### src/rtl/song_pkg.sv
// song_pkg: shared definitions for the song sequencer.
//   - FSM state encoding
//   - ROM entry field positions (tone in the high nibble, beat in the low nibble)
//   - Special codes: END_MARKER beat code, REST_TONE tone code
package song_pkg;

    typedef enum logic [2:0] {
        S_IDLE  = 3'd0,
        S_FETCH = 3'd1,
        S_LOAD  = 3'd2,
        S_PLAY  = 3'd3,
        S_GAP   = 3'd4
    } state_t;

    localparam int TONE_MSB = 7;
    localparam int TONE_LSB = 4;
    localparam int BEAT_MSB = 3;
    localparam int BEAT_LSB = 0;

    localparam int DUR_W = 28;

    localparam logic [3:0] END_MARKER = 4'h0;
    localparam logic [3:0] REST_TONE  = 4'h0;

    function automatic logic is_end_marker(input logic [3:0] beat_code);
        return beat_code == END_MARKER;
    endfunction

endpackage

### src/rtl/song_sequencer_if.sv
// song_sequencer_if: bundles the song ROM read port and the beat decoder link.
//   rom_addr            sequencer -> ROM, read address
//   rom_data            ROM -> sequencer, entry read one cycle after rom_addr
//   beat                sequencer -> beat decoder, beat code of the current note
//   beat_cnt_parameter  beat decoder -> sequencer, note duration in cycles (0 = invalid)
// master: the sequencer. slave: the ROM / beat decoder side.
interface song_sequencer_if #(
    parameter int ADDR_W = 8
) ();
    logic [ADDR_W-1:0] rom_addr;
    logic [7:0]        rom_data;
    logic [3:0]        beat;
    logic [27:0]       beat_cnt_parameter;

    modport master (
        output rom_addr,
        output beat,
        input  rom_data,
        input  beat_cnt_parameter
    );

    modport slave (
        input  rom_addr,
        input  beat,
        output rom_data,
        output beat_cnt_parameter
    );
endinterface

### src/rtl/song_sequencer_note_timer.sv
// note_timer: duration counter for one note.
//   clk, rst_n      clock, asynchronous active-low reset
//   i_clr           clear the count (takes priority over i_en)
//   i_en            count one cycle
//   i_dur           note length D in cycles (0 = invalid)
//   o_sound_done    last audible cycle of a note that ends with a gap
//   o_note_done     last cycle of the whole note (count == D-1)
//   o_dur_zero      D is zero, i.e. the beat code decoded to nothing
module note_timer
    import song_pkg::*;
#(
    parameter logic [DUR_W-1:0] GAP_CYCLES = 28'd500000
) (
    input  logic             clk,
    input  logic             rst_n,
    input  logic             i_clr,
    input  logic             i_en,
    input  logic [DUR_W-1:0] i_dur,
    output logic             o_sound_done,
    output logic             o_note_done,
    output logic             o_dur_zero
);

    logic [DUR_W-1:0] r_cnt;
    logic             w_has_gap;
    logic [DUR_W-1:0] w_sound_end;
    logic [DUR_W-1:0] w_note_end;

    // A zero-length gap would put the sound end on the same cycle as the
    // note end, after which the gap state could never see note_done.
    assign w_has_gap   = (i_dur > GAP_CYCLES) && (GAP_CYCLES != '0);
    // Only meaningful when w_has_gap; otherwise the subtraction may wrap.
    assign w_sound_end = i_dur - GAP_CYCLES - DUR_W'(1);
    assign w_note_end  = i_dur - DUR_W'(1);

    assign o_dur_zero   = (i_dur == '0);
    assign o_sound_done = w_has_gap && (r_cnt == w_sound_end);
    assign o_note_done  = !o_dur_zero && (r_cnt == w_note_end);

    always_ff @(posedge clk or negedge rst_n) begin
        if (!rst_n) begin
            r_cnt <= '0;
        end else if (i_clr) begin
            r_cnt <= '0;
        end else if (i_en) begin
            r_cnt <= r_cnt + DUR_W'(1);
        end
    end

endmodule

### src/rtl/song_sequencer.sv
// song_sequencer: walks a song ROM one note entry at a time.
//   clk, rst_n   clock, asynchronous active-low reset
//   start        pulse: (re)start playback from address 0
//   stop         pulse: abort playback (wins over start)
//   loop_en      wrap to address 0 at the end-of-song marker instead of finishing
//   bus          ROM read port + beat decoder link (master side)
//   tone         registered tone code of the current note
//   tone_on      high while the current note sounds (not a rest, not in the gap)
//   playing      high in every state except IDLE
//   song_done    one-cycle pulse when a non-looping song ends
// Each note costs FETCH + LOAD + D cycles; the last GAP_CYCLES of D are silent
// when D is long enough to hold the gap.
module song_sequencer
    import song_pkg::*;
#(
    parameter int               ADDR_W     = 8,
    parameter logic [DUR_W-1:0] GAP_CYCLES = 28'd500000
) (
    input  logic                   clk,
    input  logic                   rst_n,
    input  logic                   start,
    input  logic                   stop,
    input  logic                   loop_en,
    song_sequencer_if.master       bus,
    output logic [3:0]             tone,
    output logic                   tone_on,
    output logic                   playing,
    output logic                   song_done
);

    state_t            r_state, w_state_nxt;
    logic [ADDR_W-1:0] r_addr,  w_addr_nxt;
    logic [3:0]        r_tone,  w_tone_nxt;
    logic [3:0]        r_beat,  w_beat_nxt;
    logic              r_song_done, w_done_nxt;

    logic              w_clr, w_en, w_end;
    logic              w_sound_done, w_note_done, w_dur_zero;
    logic [3:0]        w_rom_beat;

    assign w_rom_beat = bus.rom_data[BEAT_MSB:BEAT_LSB];

    note_timer #(
        .GAP_CYCLES (GAP_CYCLES)
    ) u_timer (
        .clk          (clk),
        .rst_n        (rst_n),
        .i_clr        (w_clr),
        .i_en         (w_en),
        .i_dur        (bus.beat_cnt_parameter),
        .o_sound_done (w_sound_done),
        .o_note_done  (w_note_done),
        .o_dur_zero   (w_dur_zero)
    );

    always_ff @(posedge clk or negedge rst_n) begin
        if (!rst_n) begin
            r_state     <= S_IDLE;
            r_addr      <= '0;
            r_tone      <= '0;
            r_beat      <= '0;
            r_song_done <= 1'b0;
        end else begin
            r_state     <= w_state_nxt;
            r_addr      <= w_addr_nxt;
            r_tone      <= w_tone_nxt;
            r_beat      <= w_beat_nxt;
            r_song_done <= w_done_nxt;
        end
    end

    always_comb begin
        w_state_nxt = r_state;
        w_addr_nxt  = r_addr;
        w_tone_nxt  = r_tone;
        w_beat_nxt  = r_beat;
        w_done_nxt  = 1'b0;
        w_clr       = 1'b0;
        w_en        = 1'b0;
        w_end       = 1'b0;

        if (stop) begin
            // stop in IDLE is a no-op; it also swallows a coincident start.
            if (r_state != S_IDLE) begin
                w_state_nxt = S_IDLE;
                w_tone_nxt  = '0;
                w_beat_nxt  = '0;
                w_clr       = 1'b1;
            end
        end else if (start) begin
            w_state_nxt = S_FETCH;
            w_addr_nxt  = '0;
            w_clr       = 1'b1;
        end else begin
            unique case (r_state)
                S_IDLE: ;
                S_FETCH: w_state_nxt = S_LOAD;
                S_LOAD: begin
                    w_tone_nxt = bus.rom_data[TONE_MSB:TONE_LSB];
                    w_beat_nxt = w_rom_beat;
                    w_clr      = 1'b1;
                    if (is_end_marker(w_rom_beat)) w_end = 1'b1;
                    else                           w_state_nxt = S_PLAY;
                end
                S_PLAY: begin
                    w_en = 1'b1;
                    // The decoder answer for the new beat is first visible
                    // here, so an undecodable beat ends the song from PLAY.
                    if (w_dur_zero) begin
                        w_end = 1'b1;
                    end else if (w_sound_done) begin
                        w_state_nxt = S_GAP;
                    end else if (w_note_done) begin
                        w_addr_nxt  = r_addr + ADDR_W'(1);
                        w_state_nxt = S_FETCH;
                    end
                end
                S_GAP: begin
                    w_en = 1'b1;
                    if (w_note_done) begin
                        w_addr_nxt  = r_addr + ADDR_W'(1);
                        w_state_nxt = S_FETCH;
                    end
                end
                default: w_state_nxt = S_IDLE;
            endcase

            if (w_end) begin
                if (loop_en) begin
                    w_addr_nxt  = '0;
                    w_state_nxt = S_FETCH;
                end else begin
                    w_state_nxt = S_IDLE;
                    w_done_nxt  = 1'b1;
                    w_tone_nxt  = '0;
                    w_beat_nxt  = '0;
                end
            end
        end
    end

    assign bus.rom_addr = r_addr;
    assign bus.beat     = r_beat;
    assign tone         = r_tone;
    assign song_done    = r_song_done;
    assign playing      = (r_state != S_IDLE);
    // Rests and undecodable beats never sound; the gap is silent by state.
    assign tone_on      = (r_state == S_PLAY) && (r_tone != REST_TONE) && !w_dur_zero;

endmodule
### src/flat_wrapper.sv
// flat-port wrapper written by rule: the top's interface ports become plain ports
module song_sequencer_flat import song_pkg::*;
#(
    parameter int               ADDR_W     = 8,
    parameter logic [DUR_W-1:0] GAP_CYCLES = 28'd500000
)
  (clk, rst_n, start, stop, loop_en, tone, tone_on, playing, song_done, bus_rom_addr, bus_beat, bus_rom_data, bus_beat_cnt_parameter);
  song_sequencer_if #(.ADDR_W(ADDR_W)) bus_i ();
  input  logic clk;
  input  logic rst_n;
  input  logic start;
  input  logic stop;
  input  logic loop_en;
  output logic [3:0] tone;
  output logic tone_on;
  output logic playing;
  output logic song_done;
  output wire logic [$bits(bus_i.rom_addr)-1:0] bus_rom_addr;
  output wire logic [$bits(bus_i.beat)-1:0] bus_beat;
  input wire logic [$bits(bus_i.rom_data)-1:0] bus_rom_data;
  input wire logic [$bits(bus_i.beat_cnt_parameter)-1:0] bus_beat_cnt_parameter;
  assign bus_rom_addr = bus_i.rom_addr;
  assign bus_beat = bus_i.beat;
  assign bus_i.rom_data = bus_rom_data;
  assign bus_i.beat_cnt_parameter = bus_beat_cnt_parameter;
  song_sequencer #(.ADDR_W(ADDR_W), .GAP_CYCLES(GAP_CYCLES)) u_core (.clk(clk), .rst_n(rst_n), .start(start), .stop(stop), .loop_en(loop_en), .bus(bus_i), .tone(tone), .tone_on(tone_on), .playing(playing), .song_done(song_done));
endmodule
### config.mk
export PLATFORM = sky130hd
export DESIGN_NAME = song_sequencer_flat
export DESIGN_NICKNAME = d
export VERILOG_FILES = /design/src/rtl/song_pkg.sv /design/src/rtl/song_sequencer_if.sv /design/src/rtl/song_sequencer_note_timer.sv /design/src/rtl/song_sequencer.sv /design/src/flat_wrapper.sv
export SDC_FILE = /design/constraint.sdc
export NUM_CORES = 1
export LEC_CHECK = 0
export ABC_CLOCK_PERIOD_IN_PS = 8700
export BUFFER_PORTS_ARGS = -buffer_cell sky130_fd_sc_hd__buf_2
export CAP_MARGIN = 15
export CORE_MARGIN = 5
export CORE_UTILIZATION = 37
export DETAILED_ROUTE_END_ITERATION = 10
export GPL_TIMING_DRIVEN = 0
export PLACE_DENSITY = 0.66
export SLEW_MARGIN = 10
export SYNTH_ARGS = -nofsm -noshare
export SYNTH_HDL_FRONTEND = slang
export SYNTH_SLANG_ARGS = --single-unit
### constraint.sdc
create_clock -name clk -period 8.7 [get_ports clk]
set_clock_uncertainty 0.05 [all_clocks]
set_input_delay 1.305 -clock clk [delete_from_list [all_inputs] [get_ports clk]]
set_output_delay 1.305 -clock clk [all_outputs]
set_load 0.03 [all_outputs]
==> run_results.csv, run 1 <==
group,metric,value,unit
synth,netlist.top_cell.by_area,"dfrtp_1",
synth,synth_fp_nets,612,
synth,mappedNetlistArea,4600,µm²
power,switching_share,29.2,%
detailed_routing,ant_nets,0,
hold_path,hold_path_class,"flop to flop",
final_layout,n_antenna_cell,0,
clock_tree,cts_buffer_depth,2,
synth,syn_area_per_cell,8.11,µm²
global_routing,grt_usage,17.8,%
synth,yosysMostFrequentCell,"nor2_1",
final_layout,fin_nets,671,
detailed_routing,route.detailed.drc,0,
synth,synth_flop_cell,"dfrtp_1",
critical_path,worst_setup_path_end_kind,"flop",
timing,setup_tns,0,ps
detailed_routing,dr.pass1.iters,5,
clock_tree,clock-sinks,48,
clock_tree,cts_setup_buffers,0,
place,pre_cts_ws,3660,ps
critical_path,slowest_delay,570,ps
timing,fin_hold_ws,444,ps
global_routing,overflow,0,
synth,ys_seq_area_share,26.1,%
global_routing,grt_pass1_vias,4326,
timing,setup_viol,0,
global_routing,grt_max_degree,49,
place,place_area,5060,µm²
final_layout,fin_area,5220,µm²
global_routing,antenna_found_initial,0,
synth,synth_area_leaders,"dfrtp_1, xnor2_1, xor2_1, nor2_1, nand2_1",
run_status,outcome,"finished, final reports clean",
clock_tree,htreeDepth,2,
timing,min_period_over_period,55.3,%
power,p_int,0.369,mW
timing,worst_pin_slew,1010,ps
timing,final_max_slew_viol_count,0,
timing,rsz0062_at_grt,"false",
final_layout,seq_area,1200,µm²
synth,yosys_warnings,0,
global_routing,grt_pass1_wl,21700,µm
critical_path,crit_slowest_cell,"or4_1",
synth,synth_cell_types,77,
timing,layout_min_cycle_time,4810,ps
critical_path,rr_startpoint,"u_core.u_timer.r_cnt[23]",
final_layout,synthToLayoutAreaGrowth,13.5,%
synth,synth_edf_count,0,
clock_tree,cts_root_buffer,"clkbuf_16",
critical_path,cp.arrival,4980,ps
synth,synth_cells,567,
place,place_congestion,0.931,
power,p_leak,2.07,nW
power,p_switching,0.152,mW
critical_path,worstPathMaxFanout,10,
place,dp_hpwl,10500,µm
synth,synth_top_area_share,26.1,%
timing,slew_headroom,31.8,%
final_layout,utilization,43.1,%
critical_path,reg2reg_depth,9,
detailed_routing,drt_iter0_drc,435,
clock_tree,cts_resized,0,
timing,final_hold_viol_count,0,
final_layout,multi_input_comb_area,3160,µm²
floorplanning,ioPinCount,60,
power,pwr-share-comb,21.9,%
floorplanning,die-area,14800,µm²
critical_path,path_cells,"buf_2 -> inv_1 -> ha_1 -> or4b_1 -> clkbuf_1 -> nor4_2 -> and3_2 -> a31oi_1 -> a2111o_1 -> or4_1 -> buf_2 -> or4_1 -> nand3_1",
floorplanning,start_util,38.0,%
critical_path,r2r-end,"u_core.bus.rom_addr[7]",
critical_path,r2r_slack,5170,ps
critical_path,critPathKind,"input pin to flop",
power,peakVddDrop,0.0854,mV
clock_tree,cts_tree,"yes",
critical_path,worstPathRequired,8870,ps
power,clkPwrFrac,34.8,%
timing,clock.fmax,208,MHz
floorplanning,die_w,121,µm
synth,async_flop_share,100,%
final_layout,fillCellCount,1277,
timing,worst_slack,3890,ps
critical_path,startpoint_type,"input pin",
critical_path,endpoint,"u_core.bus.rom_addr[7]",
synth,synthTopCellsByCount,"nor2_1, dfrtp_1, nand2_1, xnor2_1, xor2_1",
detailed_routing,viasPerCell,5.79,
floorplanning,die_h,121,µm
clock_tree,numCtsBuffers,5,
power,p_seq_share,43.3,%
floorplanning,core.rowCount,40,
job,cap_violations,0,
detailed_routing,wl_per_cell,16.8,µm
final_layout,drive_gt1_share,14.9,%
clock_tree,cts_hold_buf,0,
detailed_routing,wl,13400,µm
power,power.density,99.9,nW/µm²
clock_tree,clkLatencyLatePin,280,ps
synth,synth-seq-cells,48,
place,port_buffers,51,
detailed_routing,routed-via-count,4595,
floorplanning,coreArea,12100,µm²
clock_tree,clk_transition_reported_paths,70,ps
critical_path,critPathLaunch,"bus_beat_cnt_parameter[0]",
## power groups by stage
stage | clock, mW | sequential [mW] | combinational [mW]
after global routing | 0.197 | 0.226 | 0.125
after floorplan | 0 | 0.232 | 0.0700
after detailed placement | 0 | 0.230 | 0.111
after global placement | 0 | 0.230 | 0.109
final | 0.181 | 0.226 | 0.114
after CTS | 0.186 | 0.226 | 0.112
## sequential cells by signal, summed over array words and instances, names as in the netlist
name / cells
u_core.bus.beat: 4
u_core.u_timer.r_cnt: 28
u_core.r_state: 3
u_core.song_done: 1
u_core.tone: 4
u_core.bus.rom_addr: 8
## layout make-up
type                    instances  area share [%]
repair buffers                 52            5.27
clock buffers                   6            2.47
well taps                     168            4.03
clock inverters                 1          0.0959
flip-flops and latches         48            23.0
multi-input cells             467            60.6
inverters                      14            1.01
plain buffers                  38            3.48
## per-stage QoR
| step | std cells | power, mW |
|---|---|---|
| final | 794 | 0.521 |
| after global routing | 794 | 0.547 |
| after CTS | 793 | 0.524 |
| after detailed placement | 786 | 0.341 |
| after global placement | 786 | 0.339 |
| after floorplan | 567 | 0.302 |
## layer usage
metal  up-vias  routed length (µm)  global-route usage [%]
met3        26                 680                    2.56
met2       149                6370                    29.9
met4         0                 325                    4.62
met1      2192                5980                    24.0
met5         -                   0                       0
li1       2228                   -                       -
## critical path, delay by kind of cell
| kind | cells | cell delay, ps |
|---|---|---|
| simple gates | 6 | 2290 |
| buf+inv | 4 | 680 |
| compound gates | 2 | 480 |
| fa+ha+maj | 1 | 230 |
## worst min path at each step
stage / slack (ps) / endpoint / cells after the start / from
after floorplan: 460 / u_core.r_state[1] / 1 / u_core.r_state[1]
after global placement: 430 / u_core.bus.beat[2] / 1 / u_core.bus.beat[2]
after detailed placement: 430 / u_core.bus.beat[1] / 1 / u_core.bus.beat[1]
after CTS: 450 / u_core.bus.beat[1] / 1 / u_core.bus.beat[1]
after global routing: 450 / u_core.bus.beat[1] / 1 / u_core.bus.beat[1]
final: 440 / u_core.bus.beat[1] / 1 / u_core.bus.beat[1]
## kinds of logic (layout without fill, tap and decap cells)
group	after synthesis	in the layout	share of synthesized area, %
simple gates	253	253	31.3
compound gates	131	131	20.8
xor+xnor	74	74	14.4
buf+inv	52	111	5.09
flops	48	48	26.1
mux	5	5	1.17
fa+ha+maj	4	4	1.09
## cells in the final DEF, fill, tap and decap left out, types with 4 or more instances in the layout
cell / count
nor4_1: 11
o211ai_1: 18
and3_1: 7
inv_1: 14
nand4b_1: 4
or2_2: 4
buf_2: 55
nand3_1: 23
ha_1: 4
a21oi_1: 14
a31oi_1: 5
xor2_1: 34
clkbuf_1: 30
or4_1: 14
nand2b_1: 10
xnor2_1: 39
nor2_1: 61
o21a_1: 4
nor3_1: 23
nor4_2: 4
dfrtp_1: 48
o211a_1: 6
and3_2: 4
nand2_1: 39
o21ai_0: 22
a2111oi_0: 4
or3_1: 9
o21ai_1: 8
nand4_1: 17
a22o_1: 9
a211oi_1: 5
clkbuf_16: 5
Power figures use the tool's default switching activity.
==> inputs of run 2 (changes only) <==
ABC_CLOCK_PERIOD_IN_PS = 4000   (was 8700)
PLACE_DENSITY = 0.68   (was 0.66)
clock period = 4 ns   (was 8.7 ns; I/O delays follow)
==> run_results.csv, run 2 (synthesis gave the netlist of run 1 again) <==
group,metric,value,unit
global_routing,antenna_found_initial,0,
timing,worst_pin_slew,1030,ps
run_status,outcome,"finished, final reports clean",
detailed_routing,viasPerCell,5.80,
global_routing,grt_pass1_wl,22400,µm
timing,setup_tns,0,ps
floorplanning,ioPinCount,60,
clock_tree,cts_tree,"yes",
final_layout,utilization,43.8,%
detailed_routing,wl,14000,µm
timing,fin_hold_ws,153,ps
clock_tree,cts_root_buffer,"clkbuf_16",
timing,final_hold_viol_count,0,
final_layout,largest_register_ffs,28,
final_layout,fin_nets,674,
critical_path,r2r_slack,560,ps
global_routing,grt_max_degree,49,
power,power.density,221,nW/µm²
critical_path,slowest_delay,530,ps
global_routing,grt_pass1_vias,4476,
timing,layout_min_cycle_time,3850,ps
global_routing,grt_usage,18.6,%
final_layout,top_register,"u_core.u_timer.r_cnt",
floorplanning,coreArea,12100,µm²
critical_path,rr_startpoint,"u_core.u_timer.r_cnt[23]",
critical_path,critPathLaunch,"bus_beat_cnt_parameter[0]",
floorplanning,core.rowCount,40,
final_layout,layout_common_cells,"nor2_1, buf_2, dfrtp_1",
clock_tree,clk_transition_reported_paths,70,ps
timing,clock.fmax,260,MHz
final_layout,final_common_cell,"nor2_1",
timing,final_max_slew_viol_count,0,
clock_tree,cts_buffer_depth,2,
power,peakVddDrop,0.198,mV
timing,setup_viol,0,
floorplanning,die_w,121,µm
final_layout,synthToLayoutAreaGrowth,15.4,%
floorplanning,start_util,38.0,%
final_layout,n_antenna_cell,0,
hold_path,hold_path_class,"input pin to async pin",
detailed_routing,drt_iter0_drc,305,
clock_tree,clkLatencyLatePin,290,ps
critical_path,worstPathMaxFanout,10,
critical_path,worstPathRequired,4170,ps
place,dp_hpwl,10800,µm
timing,rsz0062_at_grt,"false",
detailed_routing,dr.pass1.iters,5,
timing,slew_headroom,30.9,%
critical_path,worst_setup_path_end_kind,"flop",
critical_path,startpoint_type,"input pin",
detailed_routing,wl_per_cell,17.6,µm
job,cap_violations,0,
critical_path,critPathKind,"input pin to flop",
timing,min_period_over_period,96.3,%
critical_path,cp.arrival,4020,ps
detailed_routing,ant_nets,0,
final_layout,drive_gt1_share,16.5,%
place,place_congestion,0.958,
final_layout,fin_area,5310,µm²
place,port_buffers,51,
clock_tree,cts_hold_buf,0,
detailed_routing,routed-via-count,4629,
clock_tree,clock-sinks,48,
global_routing,overflow,0,
detailed_routing,route.detailed.drc,0,
power,p_leak,2.11,nW
critical_path,crit_slowest_cell,"or4_4",
place,place_area,5060,µm²
clock_tree,numCtsBuffers,5,
floorplanning,die_h,121,µm
floorplanning,die-area,14800,µm²
critical_path,path_cells,"buf_2 -> inv_1 -> ha_2 -> or4b_4 -> nor4_4 -> and3_4 -> a31oi_1 -> a2111o_1 -> or4_4 -> buf_6 -> or4_1 -> nand3_1",
clock_tree,htreeDepth,2,
## run 2: changes by cell type in the layout (fill, tap and decap cells not counted), sizes merged
cell,delta
clkinvlp,+1
clkinv,-1
buf,+4
## run 2: final timing paths
path,to,cells after the start
max,u_core.bus.rom_addr[2],12
min,u_core.bus.rom_addr[4],1
max reg2reg,u_core.bus.rom_addr[2],9
min reg2reg,u_core.bus.beat[0],1
max in group asynchronous,u_core.u_timer.r_cnt[17],2
min in group clk,u_core.song_done,2
## run 2: repair_timing
action	in CTS	in global routing
buffers inserted	3	1
pin swaps	0	1
resized for setup	2	10
setup endpoints to repair	8	8
gates cloned	0	0
## run 2: final cells by class
| type | count | area, µm² |
|---|---|---|
| inverter | 14 | 52.6 |
| clock buffer | 7 | 143 |
| tap | 168 | 210 |
| sequential | 48 | 1200 |
| clock inverter | 1 | 7.51 |
| multi-input combinational | 467 | 3200 |
| timing repair buffer | 56 | 305 |
| fill | 1267 | 6810 |
| buffer | 37 | 184 |
## run 2: power by group
group / leakage [nW] / switching, mW / internal [mW]
Sequential: 0.669 / 0.00315 / 0.488
Clock: 0.0701 / 0.179 / 0.249
Combinational: 1.37 / 0.165 / 0.0887
## run 2: layer usage
metal / up-vias / global-route usage (%) / share of wire, %
met5: - / 0 / 0
met4: 0 / 4.97 / 2.4
met3: 32 / 2.70 / 4.8
met2: 152 / 31.4 / 48
met1: 2204 / 24.7 / 44
li1: 2241 / - / -
## run 2: worst max-delay path, delay by kind of cell
kind	cells	cell delay [ps]
AND/OR/NAND/NOR	6	2290
AO/OA/AOI/OAI	2	500
buffers and inverters	3	410
adder cells (fa/ha/maj)	1	210
## run 2: stage by stage
step | worst slack, ps | power [mW] | instances
after floorplan | 385 | 0.657 | 567
after global placement | -517 | 0.741 | 786
final | 149 | 1.17 | 798
after global routing | 60.4 | 1.22 | 798
after detailed placement | -439 | 0.744 | 786
after CTS | -0.770 | 1.18 | 797
==> inputs of run 3 (changes only) <==
CELL_PAD_IN_SITES_DETAIL_PLACEMENT = 1   (was not set)
CELL_PAD_IN_SITES_GLOBAL_PLACEMENT = 1   (was not set)
CORE_UTILIZATION = 40   (was 37)
PLACE_DENSITY = 0.89   (was 0.68)
==> run_results.csv, run 3 (synthesis gave the netlist of run 1 again) <==
group,metric,value,unit
detailed_routing,route.detailed.drc,0,
hold_path,hold_path_class,"input pin to async pin",
final_layout,fillCellCount,1432,
detailed_routing,drt_iter0_drc,364,
floorplanning,die_h,117,µm
final_layout,drive_gt1_share,15.9,%
final_layout,final_common_cell,"nor2_1",
critical_path,rr_startpoint,"u_core.u_timer.r_cnt[23]",
detailed_routing,wl,15800,µm
final_layout,fin_area,5250,µm²
timing,final_max_slew_viol_count,0,
power,peakVddDrop,0.247,mV
floorplanning,coreArea,11300,µm²
critical_path,endpoint,"u_core.bus.rom_addr[3]",
timing,final_hold_viol_count,0,
floorplanning,die-area,13700,µm²
critical_path,reg2reg_depth,9,
clock_tree,cts_tree,"yes",
detailed_routing,top_layer,"met4",
detailed_routing,routed-via-count,4891,
place,pre_cts_ws,-550,ps
final_layout,seq_area,1200,µm²
power,p_total,1.18,mW
global_routing,grt_usage,22.9,%
clock_tree,numCtsBuffers,5,
global_routing,antenna_found_initial,0,
final_layout,top_register,"u_core.u_timer.r_cnt",
run_status,outcome,"finished, final reports clean",
place,place_congestion,0.972,
detailed_routing,dr.pass1.iters,5,
detailed_routing,ant_nets,0,
global_routing,grt_pass1_wl,25100,µm
clock_tree,cts_root_buffer,"clkbuf_16",
final_layout,n_antenna_cell,0,
timing,worst_slack,87.2,ps
floorplanning,die_w,117,µm
final_layout,largest_register_ffs,28,
global_routing,grt_pass1_vias,4840,
critical_path,critPathKind,"input pin to flop",
critical_path,worstPathRequired,4170,ps
timing,layout_min_cycle_time,3910,ps
detailed_routing,met3_wirelength,923,µm
timing,clock.fmax,256,MHz
critical_path,cp.arrival,4080,ps
timing,min_period_over_period,97.8,%
final_layout,layout_common_cells,"nor2_1, buf_2, dfrtp_1",
place,dp_hpwl,12000,µm
critical_path,r2r-end,"u_core.bus.rom_addr[3]",
critical_path,r2r_slack,540,ps
detailed_routing,met2WireLength,7640,µm
floorplanning,start_util,40.6,%
clock_tree,htreeDepth,2,
critical_path,startpoint_type,"input pin",
timing,setup_viol,0,
global_routing,grt_max_degree,49,
critical_path,worst_setup_path_end_kind,"flop",
final_layout,fin_nets,673,
clock_tree,cts_buffer_depth,2,
floorplanning,core.rowCount,39,
power,power.density,225,nW/µm²
clock_tree,clock-sinks,48,
power,p_leak,2.10,nW
clock_tree,clkLatencyLatePin,290,ps
detailed_routing,wl_met1,7000,µm
detailed_routing,wl_per_cell,20.5,µm
clock_tree,cts_hold_buf,0,
critical_path,worstPathMaxFanout,10,
global_routing,overflow,0,
place,port_buffers,51,
timing,worst_pin_slew,1060,ps
job,cap_violations,0,
detailed_routing,viasPerCell,6.34,
clock_tree,clk_transition_reported_paths,60,ps
critical_path,critPathLaunch,"bus_beat_cnt_parameter[0]",
timing,slew_headroom,28.9,%
floorplanning,ioPinCount,60,
final_layout,multi_input_comb_area,3190,µm²
timing,rsz0062_at_grt,"true",
final_layout,synthToLayoutAreaGrowth,14.1,%
place,place_area,5030,µm²
[run 3: changes by cell type in the layout (fill, tap and decap cells not counted)]
cell / delta
and3_2: +1
or4b_1: +1
a221oi_2: -1
or4b_4: -1
and3_4: -1
clkbuf_1: +1
buf_4: -1
a221oi_1: +1
buf_6: -1
[run 3: per-stage QoR]
step                      util (%)  hold WS, ps  setup TNS (ps)  std cells
final                         46.3          139               0        772
after global routing          46.3          148           -45.0        772
after floorplan                  -          254               0        567
after global placement        44.5          432           -2880        761
after detailed placement      44.5          435           -2780        761
after CTS                     45.8          445               0        769
[run 3: cell type report]
type                    instances  share of cell area (%)
plain buffers                  38                    3.51
clock buffers                   7                    2.72
clock inverters                 1                   0.143
inverters                      14                    1.00
multi-input cells             467                    60.8
flip-flops and latches         48                    22.9
well taps                     143                    3.41
repair buffers                 54                    5.53
[run 3: worst min path at each step]
| stage | from | to | slack, ps |
|---|---|---|---|
| finish | rst_n | u_core.u_timer.r_cnt[27] | 140 |
| CTS | start | u_core.song_done | 440 |
| global route | rst_n | u_core.u_timer.r_cnt[26] | 150 |
| global placement | u_core.bus.beat[3] | u_core.bus.beat[3] | 430 |
| detailed placement | u_core.bus.beat[1] | u_core.bus.beat[1] | 440 |
| floorplan | rst_n | u_core.bus.beat[0] | 250 |
[run 3: critical path: stages]
cell	delay, ps
buf_2	140
inv_1	100
ha_2	210
nor4b_4	460
buf_4	210
mux2_2	320
a221oi_1	240
nand4b_1	140
a2111o_1	350
or4_4	550
buf_4	190
or4_1	470
nand3_1	100
[run 3: timing repair]
item / CTS / global route
setup buffers: 0 / 2
resized for setup: 2 / 6
setup endpoints to repair: 1 / 10
[run 3: layer usage]
layer  GRT usage [%]  vias to the layer above
met5               0                        -
met4            5.50                        0
met3            2.67                       23
met2            38.2                      166
met1            31.8                     2463
li1                -                     2239
[run 3: power by group]
part | switching, mW | internal (mW) | total (mW) | leakage (nW)
combinational | 0.172 | 0.0879 | 0.260 | 1.36
sequential | 0.00378 | 0.488 | 0.492 | 0.669
clock | 0.181 | 0.249 | 0.431 | 0.0701
total | 0.357 | 0.825 | 1.18 | 2.10
